<file path="src/rtl/fetch_unit.sv">
// fetch_unit: instruction fetch initiator. Holds the PC, reads instruction
// memory combinationally every cycle and queues {instr, pc} pairs in order
// for dispatch, which drains them with a valid/ready handshake. A redirect
// reloads the PC and flushes the queue.
// Optional build macro: FETCH_STATS_EN adds stat_fetched / stat_stall counters.
//
// Handshake: an entry moves to dispatch in a cycle where deq_valid and
// deq_ready are both 1 at the rising edge. deq_valid never depends on
// deq_ready. deq_instr and deq_pc are only meaningful while deq_valid is 1.
module fetch_unit #(
    parameter int          QUEUE_DEPTH = 4,
    parameter logic [31:0] RESET_PC    = 32'h00000000
) (
    input  logic                               clk,
    input  logic                               rst_n,
    input  logic                               fetch_en,
    output logic [31:0]                        imem_addr,
    input  logic [31:0]                        imem_instr,
    input  logic                               redirect_valid,
    input  logic [31:0]                        redirect_pc,
    output logic                               deq_valid,
    input  logic                               deq_ready,
    output logic [31:0]                        deq_instr,
    output logic [31:0]                        deq_pc,
    output logic [$clog2(QUEUE_DEPTH+1)-1:0]   queue_count,
`ifdef FETCH_STATS_EN
    output logic [31:0]                        stat_fetched,
    output logic [31:0]                        stat_stall,
`endif
    output logic                               queue_active
);

    localparam int CW = $clog2(QUEUE_DEPTH + 1);
    localparam int AW = $clog2(QUEUE_DEPTH);
    localparam logic [CW-1:0] DEPTH_C = CW'(QUEUE_DEPTH);
    localparam logic [31:0]   NOP     = 32'h00000013;

    typedef enum logic {
        Q_EMPTY  = 1'b0,
        Q_ACTIVE = 1'b1
    } q_state_e;

    logic [31:0]   pc_q, pc_d;
    logic [AW-1:0] head_q, head_d;
    logic [AW-1:0] tail_q, tail_d;
    logic [CW-1:0] count_q, count_d;
    logic [31:0]   entry_instr_q [QUEUE_DEPTH];
    logic [31:0]   entry_instr_d [QUEUE_DEPTH];
    logic [31:0]   entry_pc_q    [QUEUE_DEPTH];
    logic [31:0]   entry_pc_d    [QUEUE_DEPTH];
    q_state_e      state_q, state_d;
    logic          deq_fire;
    logic          enq_fire;

    // The two low redirect bits are ignored: targets are always word aligned.
    logic unused_redirect_lsbs;
    assign unused_redirect_lsbs = ^redirect_pc[1:0];

    // Outputs read straight from registers; deq_valid is masked by a redirect.
    always_comb begin
        imem_addr    = pc_q;
        deq_valid    = (count_q != '0) & ~redirect_valid;
        deq_instr    = entry_instr_q[head_q];
        deq_pc       = entry_pc_q[head_q];
        queue_count  = count_q;
        queue_active = (state_q == Q_ACTIVE);
    end

    // Next-state: redirect flushes everything, otherwise enqueue/dequeue.
    always_comb begin
        deq_fire      = deq_valid & deq_ready;
        enq_fire      = fetch_en & ~redirect_valid & ((count_q < DEPTH_C) | deq_fire);
        pc_d          = pc_q;
        head_d        = head_q;
        tail_d        = tail_q;
        count_d       = count_q;
        entry_instr_d = entry_instr_q;
        entry_pc_d    = entry_pc_q;
        if (redirect_valid) begin
            pc_d    = {redirect_pc[31:2], 2'b00};
            head_d  = '0;
            tail_d  = '0;
            count_d = '0;
        end else begin
            if (enq_fire) begin
                entry_instr_d[tail_q] = imem_instr;
                entry_pc_d[tail_q]    = pc_q;
                tail_d                = tail_q + AW'(1);
                pc_d                  = pc_q + 32'd4;
            end
            if (deq_fire) begin
                head_d = head_q + AW'(1);
            end
            case ({enq_fire, deq_fire})
                2'b10:   count_d = count_q + CW'(1);
                2'b01:   count_d = count_q - CW'(1);
                default: count_d = count_q;
            endcase
        end
        if (redirect_valid || count_d == '0) begin
            state_d = Q_EMPTY;
        end else begin
            state_d = Q_ACTIVE;
        end
    end

    // State registers with asynchronous reset to an empty queue of NOPs.
    always_ff @(posedge clk or negedge rst_n) begin
        if (!rst_n) begin
            pc_q    <= RESET_PC;
            head_q  <= '0;
            tail_q  <= '0;
            count_q <= '0;
            state_q <= Q_EMPTY;
            for (int i = 0; i < QUEUE_DEPTH; i++) begin
                entry_instr_q[i] <= NOP;
                entry_pc_q[i]    <= '0;
            end
        end else begin
            pc_q          <= pc_d;
            head_q        <= head_d;
            tail_q        <= tail_d;
            count_q       <= count_d;
            state_q       <= state_d;
            entry_instr_q <= entry_instr_d;
            entry_pc_q    <= entry_pc_d;
        end
    end

`ifdef FETCH_STATS_EN
    logic [31:0] stat_fetched_q, stat_fetched_d;
    logic [31:0] stat_stall_q, stat_stall_d;

    // Fetch and stall counters; unaffected by redirect, wrap naturally.
    always_comb begin
        stat_fetched_d = stat_fetched_q + {31'd0, enq_fire};
        stat_stall_d   = stat_stall_q + {31'd0, fetch_en & ~redirect_valid & ~enq_fire};
        stat_fetched   = stat_fetched_q;
        stat_stall     = stat_stall_q;
    end

    // Counter registers.
    always_ff @(posedge clk or negedge rst_n) begin
        if (!rst_n) begin
            stat_fetched_q <= '0;
            stat_stall_q   <= '0;
        end else begin
            stat_fetched_q <= stat_fetched_d;
            stat_stall_q   <= stat_stall_d;
        end
    end
`endif

endmodule
</file>
<file path="config.mk">
export PLATFORM = sky130hd
export DESIGN_NAME = fetch_unit
export DESIGN_NICKNAME = d
export VERILOG_FILES = /design/src/rtl/fetch_unit.sv
export SDC_FILE = /design/constraint.sdc
export NUM_CORES = 1
export LEC_CHECK = 0
export ABC_CLOCK_PERIOD_IN_PS = 4800
export CORE_ASPECT_RATIO = 1.2
export CORE_MARGIN = 2
export CORE_UTILIZATION = 60
export DETAILED_ROUTE_END_ITERATION = 8
export PLACE_DENSITY = 0.95
export SLEW_MARGIN = 5
export SYNTH_ARGS = -nofsm -noshare
export SYNTH_HDL_FRONTEND = slang
export SYNTH_SLANG_ARGS = --single-unit
</file>
<file path="constraint.sdc">
create_clock -name clk -period 4.8 [get_ports clk]
set_clock_uncertainty 0.1 [all_clocks]
set_input_delay 0.72 -clock clk [delete_from_list [all_inputs] [get_ports clk]]
set_output_delay 0.72 -clock clk [all_outputs]
set_load 0.01 [all_outputs]
</file>
==> flow_metrics.py, run 1 <==
metrics = {
    "final_layout": {
        "regArea_mm2": 0.00718,
        "final_cells": 1292,
        "layout_commonest_cell": "dfrtp_1",
        "utilization": 0.742,
        "final_area_mm2": 0.0157,
        "mostFrequentLayoutCells": "272 x dfrtp_1, 240 x mux2_1, 161 x clkdlybuf4s50_1",
        "nNetsFinal": 1075,
        "drive_gt1_frac": 0.150,
        "fillers": 1263,
        "area_delta_synth_final_pct": 20.8,
        "multi_input_area_mm2": 0.00549,
    },
    "timing": {
        "relSlewSlack": 0.305,
        "final.setup.worst_slack_ns": 1.05,
        "fin_setup_tns_ns": 0,
        "fmax_ghz": 0.266,
        "grt_setup_unrepaired": "no",
        "setup_violations": 0,
        "period_minus_slack_ns": 3.75,
        "hold-worst-slack_ns": 0.154,
        "worst_pin_slew_ns": 1.04,
        "drv_slew": 0,
        "hold_viol_final": 0,
        "fin_crit_sh": 0.782,
    },
    "worst_hold_path": {
        "holdCritPathClass": "in2async",
    },
    "placement": {
        "place_area_mm2": 0.0147,
        "dp_cells": 1239,
        "dp.final_hpwl_um": 17000,
        "gp_congestion": 0.819,
        "post-place-ws_ns": 1.54,
        "numPortBuffers": 163,
    },
    "yosys": {
        "synth-xor-area-share": 0.0230,
        "synthAdderAreaFrac": 0.00734,
        "syn_inst": 859,
        "ys_ff_latch": 286,
        "synthMuxAreaShare": 0.326,
        "yosysWarnings": 0,
        "synth_compound_area_frac": 0.0123,
        "synth_cell_type_count": 44,
        "synth_edf_count": 0,
        "netlist_area_mm2": 0.0130,
        "avgSynthCellArea_um2": 15.1,
        "seq_area_frac_synth": 0.553,
        "synth_simple_gate_area_frac": 0.0521,
        "synth_top_family_by_area": "multiplexers",
        "synthArstFlopShare": 1.00,
        "synth_ff_type": "dfrtp_1",
    },
    "floorplanning": {
        "io_pins": 170,
        "die_x_um": 138,
        "dieArea_mm2": 0.0228,
        "core_area_mm2": 0.0211,
        "die_height_um": 165,
        "start_util": 0.614,
        "num_rows": 58,
    },
    "run_status": {
        "outcome": "finished, final reports clean",
    },
    "grt": {
        "grt_max_degree": 131,
        "grt_pass1_wl_um": 45100,
        "grt_pass1_vias": 8443,
        "grtUsageTotal": 0.247,
        "antenna_found_initial": 1,
        "grt-ovfl-total": 0,
    },
    "power_and_ir_drop": {
        "total_power_mw": 7.46,
        "power.clock.fraction": 0.293,
        "p_int_mw": 5.51,
        "p_switching_mw": 1.96,
        "power_frac_comb": 0.237,
        "seqPwrFrac": 0.470,
        "p_leak_nw": 6.81,
        "switching_share": 0.262,
        "ir_drop_mv": 0.378,
        "p_per_area_mw_per_mm2": 477,
    },
    "critical_path": {
        "critPathLaunchType": "register",
        "worst_ep_required_time_ns": 3.98,
        "cp_data_arrival_time_ns": 2.93,
        "critical_path_class": "reg2out",
        "end_kind": "output pin",
        "cp_max_fo": 34,
    },
    "detailed_routing": {
        "viasPerCell": 6.00,
        "first_iter_violations": 410,
        "num_vias": 7756,
        "wl_per_cell_um": 21.2,
        "drc_errors": 0,
        "ant_nets": 0,
        "routed_wl_um": 27400,
        "drt_first_pass_iters": 4,
    },
    "clock_network": {
        "ctsResizeCount": 0,
        "ctsHoldBuffers": 0,
        "clock-sinks": 286,
        "cts_setup_buffers": 0,
        "htree_levels": 1,
        "cts_tree": "built",
        "cts_buffers": 28,
        "clkSlewWorstSetupHoldPaths_ns": 0.07,
        "cts-root-buf": "clkbuf_16",
        "clock_path_buffers": 3,
        "insertion_delay_ns": 0.53,
    },
    "job": {
        "max-cap-violations": 0,
    },
}
-- final timing paths --
path / startpoint / endpoint / slack [ns] / cells after the start
min in group clk: entry_pc_q[52] / entry_pc_q[52] / 0.39 / 1
min: rst_n / entry_instr_q[101] / 0.15 / 1
max in group asynchronous: rst_n / entry_pc_q[4] / 3.28 / 2
max reg2reg: queue_count[2] / queue_active / 2.36 / 10
max: head_q[0] / deq_pc[14] / 1.05 / 3
min reg2reg: entry_pc_q[52] / entry_pc_q[52] / 0.39 / 1
-- area by class of cell --
type | instances | area share
diodes | 1 | 0.000160
clock buffers | 46 | 0.0536
clock inverters | 6 | 0.00511
inverters | 6 | 0.00144
multi-input cells | 506 | 0.350
flip-flops and latches | 286 | 0.458
well taps | 270 | 0.0216
repair buffers | 171 | 0.110
-- state kept, by name (all words and copies together) (netlist names) --
signal / count
tail_q: 2
queue_count: 3
imem_addr: 30
entry_pc_q: 120
head_q: 2
entry_instr_q: 128
queue_active: 1
-- critical path, cell delays in order (launching register included) --
cell and delay (ns):
dfrtp_4 0.88, buf_4 0.42, mux4_2 0.58, clkdlybuf4s50_1 0.51
-- per-layer routing --
metal  vias to the layer above  routed length [um]  global-route usage
met3                        33                2060              0.0586
met5                         -                   0                   0
met2                       252               13900               0.423
met4                         0                 375              0.0594
met1                      4067               11100               0.325
li1                       3404                   -                   -
-- power groups by stage --
stage,Sequential (mW),Combinational (mW),Clock [mW]
2_1_floorplan,3.37,1.10,0
3_3_place_gp,3.48,1.72,0
3_5_place_dp,3.54,1.79,0
4_1_cts,3.51,1.80,2.23
5_1_grt,3.59,1.91,2.33
6_report,3.51,1.77,2.19
-- cells in the mapped netlist (all sizes together), types with 3 or more instances --
| master | n | area [um2] |
|---|---|---|
| nand3 | 12 | 60.1 |
| nand4 | 10 | 68.8 |
| mux4 | 62 | 1400 |
| xor2 | 14 | 123 |
| nand2 | 47 | 199 |
| and2 | 3 | 18.8 |
| buf | 42 | 219 |
| mux2i | 3 | 30.0 |
| clkbuf | 22 | 88.8 |
| xnor2 | 20 | 175 |
| dfstp | 12 | 315 |
| and4 | 4 | 36.3 |
| dfrtp | 274 | 6860 |
| nor4 | 10 | 118 |
| nor2 | 13 | 65.1 |
| mux2 | 249 | 2800 |
| ha | 6 | 75.1 |
| nor3 | 6 | 30.0 |
| o21ai | 28 | 140 |
| inv | 6 | 22.5 |
| and3 | 5 | 31.3 |
-- cells by family after synthesis --
family                     after synthesis
other                                    1
DFF                                    286
and+or+nand+nor                        116
buffers and inverters                   70
AOI/OAI and AO/OA                       31
adders and majority gates                7
xor gates and xnor gates                34
muxes                                  314
Power figures use the tool's default switching activity.
==> run 2: changes to the inputs <==
ABC_CLOCK_PERIOD_IN_PS = 3000   (was 4800)
CORE_UTILIZATION = 50   (was 60)
PLACE_DENSITY = 0.87   (was 0.95)
clock period = 3 ns   (was 4.8 ns; I/O delays follow)
==> run 2 against run 1 <==
Compared with the run above:
- register-to-register slack got worse by 1.7 ns
- clock power increased by 79%
- worst setup slack got worse by 0.99 ns
==> flow_metrics.py, run 2 (same netlist as run 1, synthesis figures left out) <==
metrics = {
    "power_and_ir_drop": {
        "p_leak_nw": 7.01,
        "power.clock.fraction": 0.316,
        "total_power_mw": 12.4,
        "p_int_mw": 9.24,
        "p_per_area_mw_per_mm2": 770,
        "p_switching_mw": 3.19,
        "power_frac_comb": 0.236,
        "switching_share": 0.257,
        "ir_drop_mv": 0.607,
        "seqPwrFrac": 0.448,
    },
    "critical_path": {
        "cp_data_arrival_time_ns": 2.39,
        "critPathLaunchType": "register",
        "worstPathCellList": "buf_12, mux4_2, clkdlybuf4s50_1",
        "worst_ep_required_time_ns": 2.45,
        "crit_slowest_cell": "mux4_2",
        "critical_path_class": "reg2out",
        "cp_max_fo": 32,
        "cp_top_family": "buffers and inverters",
        "critPathMaxStageDelay_ns": 0.58,
        "crit_buf_inv": 2,
        "end_kind": "output pin",
    },
    "final_layout": {
        "regArea_mm2": 0.00718,
        "multi_input_area_mm2": 0.00549,
        "fillers": 1869,
        "regMostFlops": "entry_instr_q",
        "area_delta_synth_final_pct": 24.4,
        "diodes": 0,
        "final_area_mm2": 0.0161,
        "drive_gt1_frac": 0.168,
        "largest_reg_flops": 128,
        "mostFrequentLayoutCells": "272 x dfrtp_1, 240 x mux2_1, 161 x clkdlybuf4s50_1",
        "layout_commonest_cell": "dfrtp_1",
        "nNetsFinal": 1091,
    },
    "floorplanning": {
        "dieArea_mm2": 0.0272,
        "die_height_um": 180,
        "start_util": 0.509,
        "io_pins": 170,
        "core_area_mm2": 0.0255,
        "die_x_um": 151,
        "num_rows": 64,
    },
    "timing": {
        "period_minus_slack_ns": 2.94,
        "worst_pin_slew_ns": 0.602,
        "fin_crit_sh": 0.981,
        "grt_setup_unrepaired": "yes",
        "setup_violations": 0,
        "fmax_ghz": 0.340,
        "drv_slew": 0,
        "relSlewSlack": 0.598,
        "final.setup.worst_slack_ns": 0.0573,
        "hold_viol_final": 0,
    },
    "detailed_routing": {
        "drc_errors": 0,
        "wl_per_cell_um": 20.9,
        "num_vias": 7685,
        "ant_nets": 0,
        "viasPerCell": 5.62,
        "first_iter_violations": 345,
        "routed_wl_um": 28600,
        "drt_first_pass_iters": 4,
    },
    "placement": {
        "place_area_mm2": 0.0151,
        "gp_congestion": 0.820,
        "dp.final_hpwl_um": 18400,
        "post-place-ws_ns": 0.175,
        "numPortBuffers": 163,
    },
    "clock_network": {
        "ctsResizeCount": 0,
        "clock_path_buffers": 3,
        "insertion_delay_ns": 0.54,
        "clkSlewWorstSetupHoldPaths_ns": 0.06,
        "cts_setup_buffers": 0,
        "cts-root-buf": "clkbuf_16",
        "htree_levels": 1,
        "cts_buffers": 30,
        "cts_tree": "built",
        "clock-sinks": 286,
    },
    "worst_hold_path": {
        "holdCritPathClass": "in2reg",
    },
    "grt": {
        "antenna_found_initial": 0,
        "grt-ovfl-total": 0,
        "grtUsageTotal": 0.217,
        "grt_max_degree": 88,
        "grt_pass1_vias": 8515,
        "grt_pass1_wl_um": 46300,
    },
    "run_status": {
        "outcome": "finished, final reports clean",
    },
    "job": {
        "max-cap-violations": 0,
    },
}
run 2: changes by cell type in the layout (fill, tap and decap cells not counted):
| cell | change |
|---|---|
| clkbuf_8 | +5 |
| clkinv_2 | -1 |
| buf_4 | +2 |
| clkbuf_1 | -6 |
| clkbuf_16 | +2 |
| diode_2 | -1 |
| buf_12 | +11 |
| bufinv_16 | +2 |
| dlygate4sd3_1 | +1 |
run 2: final timing paths:
path | startpoint | end | slack, ns | depth (start not counted)
max reg2reg | queue_count[0] | queue_active | 0.64 | 9
max in group asynchronous | rst_n | entry_instr_q[76] | 1.59 | 3
max | head_q[0] | deq_pc[17] | 0.06 | 3
min in group asynchronous | rst_n | entry_pc_q[10] | 0.36 | 2
min reg2reg | entry_pc_q[36] | entry_pc_q[36] | 0.38 | 1
min | redirect_valid | queue_count[1] | 0.19 | 2
run 2: per-layer routing:
metal,vias to the layer above,routed length [um],GRT usage
met1,3997,12100,0.287
met4,0,718,0.0673
li1,3426,-,-
met2,217,14200,0.365
met5,-,0,0
met3,45,1580,0.0382
run 2: power groups by stage:
stage | Clock (mW) | Combinational, mW | Sequential [mW]
after global placement | 0 | 2.87 | 5.53
after global routing | 4.18 | 3.18 | 5.70
final | 3.93 | 2.94 | 5.56
after floorplan | 0 | 1.77 | 5.39
after CTS | 4.01 | 3.00 | 5.57
after detailed placement | 0 | 2.97 | 5.62
run 2: cell type report:
type | count | share of cell area
Clock buffer | 47 | 0.0580
Clock inverter | 7 | 0.00838
Inverter | 6 | 0.00140
Multi-Input combinational cell | 506 | 0.340
Sequential cell | 286 | 0.445
Tap cell | 330 | 0.0256
Timing Repair Buffer | 185 | 0.122
run 2: metrics by stage:
| stage | instances | hold slack [ns] | utilization | setup TNS, ns |
|---|---|---|---|---|
| 5_1_grt | 1367 | 0.196 | 0.634 | -0.0726 |
| 3_3_place_gp | 1312 | 0.360 | 0.591 | 0 |
| 3_5_place_dp | 1312 | 0.363 | 0.591 | 0 |
| 4_1_cts | 1367 | 0.168 | 0.634 | 0 |
| 6_report | 1367 | 0.192 | 0.634 | 0 |
| 2_1_floorplan | 862 | 0.0544 | - | 0 |
run 2: worst reg2reg max path, stage by stage (launching register included):
cell     delay, ns
dfrtp_1       0.44
nor3_1        0.30
or2b_1        0.18
nor2_1        0.05
ha_1          0.25
fa_1          0.40
xnor2_1       0.17
nor2_1        0.07
xnor2_1       0.17
a31oi_1       0.10
run 2: what timing repair did:
item                                   in CTS  in global routing
setup endpoints to repair                   0                  7
endpoints found under the hold margin      72                  0
hold buffers                                1                  0
==> run 3: changes to the inputs <==
ABC_AREA = 1   (was not set)
CORE_ASPECT_RATIO = not set   (was 1.2)
==> run 3 against run 2 <==
Compared with the run above:
- cell count grew 53%
- worst setup slack lost 0.026 ns
- total power shrank 2.2%
- global-route usage grew 3.5 points
- first-iteration DRC count grew to 4.0 times the previous value
- register-to-register slack gained 0.22 ns
- combinational power grew 2%
- largest cell class unchanged
- largest power group unchanged
==> flow_metrics.py, run 3 <==
metrics = {
    "run_status": {
        "outcome": "finished, final reports clean",
    },
    "worst_hold_path": {
        "holdCritPathClass": "in2async",
    },
    "critical_path": {
        "worst_ep_required_time_ns": 2.45,
        "cp_data_arrival_time_ns": 2.42,
        "r2r_start": "queue_count[0]",
        "rr_worst_depth": 10,
        "cp-startpoint": "head_q[0]",
        "end_kind": "output pin",
        "critPathLaunchType": "register",
        "critical_path_class": "reg2out",
        "cp_max_fo": 63,
    },
    "timing": {
        "grt_setup_unrepaired": "yes",
        "period_minus_slack_ns": 2.97,
        "final.setup.worst_slack_ns": 0.0308,
        "drv_slew": 0,
        "fmax_ghz": 0.337,
        "hold-worst-slack_ns": 0.357,
        "worst_pin_slew_ns": 0.634,
        "fin_setup_tns_ns": 0,
        "setup_violations": 0,
        "hold_viol_final": 0,
        "fin_crit_sh": 0.990,
        "relSlewSlack": 0.577,
    },
    "clock_network": {
        "clock_path_buffers": 3,
        "htree_levels": 1,
        "insertion_delay_ns": 0.55,
        "cts_buffers": 30,
        "clock-sinks": 286,
        "cts-root-buf": "clkbuf_16",
        "clkSlewWorstSetupHoldPaths_ns": 0.06,
        "cts_tree": "built",
    },
    "floorplanning": {
        "start_util": 0.509,
        "core_area_mm2": 0.0260,
        "dieArea_mm2": 0.0277,
        "io_pins": 170,
        "die_height_um": 167,
        "num_rows": 59,
        "die_x_um": 167,
    },
    "detailed_routing": {
        "wl_per_cell_um": 16.7,
        "drt_first_pass_iters": 6,
        "routed_wl_um": 34900,
        "drc_errors": 0,
        "num_vias": 11800,
        "first_iter_violations": 1368,
        "ant_nets": 0,
        "viasPerCell": 5.65,
    },
    "grt": {
        "grtUsageTotal": 0.252,
        "grt-ovfl-total": 0,
        "grt_pass1_vias": 11900,
        "busiest_layer": "met2",
        "grt_util_met2": 0.405,
        "grt_pass1_wl_um": 58300,
        "grt_use_met1": 0.343,
        "grt_max_degree": 83,
        "antenna_found_initial": 0,
        "met3_usage": 0.0454,
    },
    "final_layout": {
        "regMostFlops": "entry_instr_q",
        "nNetsFinal": 1802,
        "final_area_mm2": 0.0163,
        "drive_gt1_frac": 0.0657,
        "mostFrequentLayoutCells": "394 x nand2_1, 281 x o21ai_0, 272 x dfrtp_1",
        "diodes": 0,
        "largest_reg_flops": 128,
        "area_delta_synth_final_pct": 23.0,
        "layout_commonest_cell": "nand2_1",
    },
    "yosys": {
        "synth_edf_count": 0,
        "yosysWarnings": 0,
        "syn_inst": 1604,
        "synth_cell_type_count": 34,
        "netlist_area_mm2": 0.0132,
        "ys_top_cells_by_area": "dfrtp_1 52%, nand2_1 11%, o21ai_0 11%, nor2_1 5.0%, o21ai_1 4.4%",
        "seq_area_frac_synth": 0.543,
        "avgSynthCellArea_um2": 8.24,
        "ys_ff_latch": 286,
        "synth_ff_type": "dfrtp_1",
        "synth_common_cells": "394 x nand2_1, 281 x o21ai_0, 274 x dfrtp_1",
        "synth_top_area_cell": "dfrtp_1",
        "synth_top_area_frac": 0.519,
        "synthArstFlopShare": 1.00,
        "synth.most_common_cell": "nand2_1",
    },
    "placement": {
        "place_area_mm2": 0.0151,
        "dp.final_hpwl_um": 21300,
        "post-place-ws_ns": 0.361,
        "numPortBuffers": 163,
        "gp_congestion": 0.880,
    },
    "job": {
        "max-cap-violations": 0,
    },
    "power_and_ir_drop": {
        "total_power_mw": 12.2,
        "p_per_area_mw_per_mm2": 748,
        "p_leak_nw": 7.60,
        "ir_drop_mv": 0.514,
    },
}
## run 3: changes by cell type after synthesis, moves of 35 or more
cell | before | now
nor2_1 | 12 | 175
nand2_1 | 40 | 394
clkbuf_1 | 17 | 53
o21ai_1 | 16 | 116
mux4_2 | 62 | 0
inv_1 | 6 | 94
o22ai_1 | 0 | 62
mux2_1 | 240 | 0
nand3_1 | 12 | 47
o21ai_0 | 12 | 281
## run 3: layer usage
layer  share of wire  routed length (um)
met4           0.032                1120
met2            0.46               16100
met5               0                   0
met3           0.087                3040
met1            0.42               14600
## run 3: stage by stage
stage | instances | util
6_report | 2085 | 0.625
5_1_grt | 2085 | 0.625
4_1_cts | 2085 | 0.624
3_5_place_dp | 2026 | 0.580
3_3_place_gp | 2026 | 0.580
2_1_floorplan | 1607 | -
## run 3: area by class of cell
class / instances / area (um2)
multi-input combinational: 1117 / 5120
timing repair buffer: 192 / 2100
fill: 2099 / 9730
clock buffer: 47 / 966
inverter: 99 / 392
sequential: 286 / 7180
clock inverter: 9 / 78.8
tap: 335 / 419
## run 3: report_power, final
group	internal, mW	leakage [nW]	total [mW]	switching (mW)
clock	2.29	0.518	3.81	1.52
combinational	1.39	3.43	2.99	1.60
sequential	4.80	3.65	5.35	0.543
## run 3: worst paths after layout
path / end / slack (ns)
worst max-delay path: deq_pc[13] / 0.03
worst min-delay path: entry_instr_q[41] / 0.36
worst max register to register: queue_active / 0.86
worst min register to register: entry_instr_q[33] / 0.37
max in group asynchronous: entry_pc_q[94] / 1.55
min in group clk: imem_addr[15] / 0.36
## run 3: what timing repair did
action / 4_1_cts / 5_1_grt
gates cloned: 2 / 0
pin swaps: 1 / 0
endpoints found under the setup margin: 21 / 27
resized for setup: 6 / 11
hold buffers: 1 / 0
hold endpoints to repair: 63 / 0
buffers inserted: 0 / 0
## run 3: cells by family (layout without fill, tap and decap cells)
group,after synthesis,after routing,share of synthesized area
xor gates and xnor gates,4,4,0.00265
DFF,286,286,0.543
buffers and inverters,204,347,0.0727
AOI/OAI and AO/OA,475,475,0.188
other,1,4,0.000284
and+or+nand+nor,627,627,0.186
adders and majority gates,7,7,0.00719
## run 3: critical path, stage by stage, from the launching register on
cell	delay [ns]
dfrtp_4	0.52
buf_16	0.30
o21ai_0	0.14
o22ai_1	0.29
clkdlybuf4s50_1	0.60
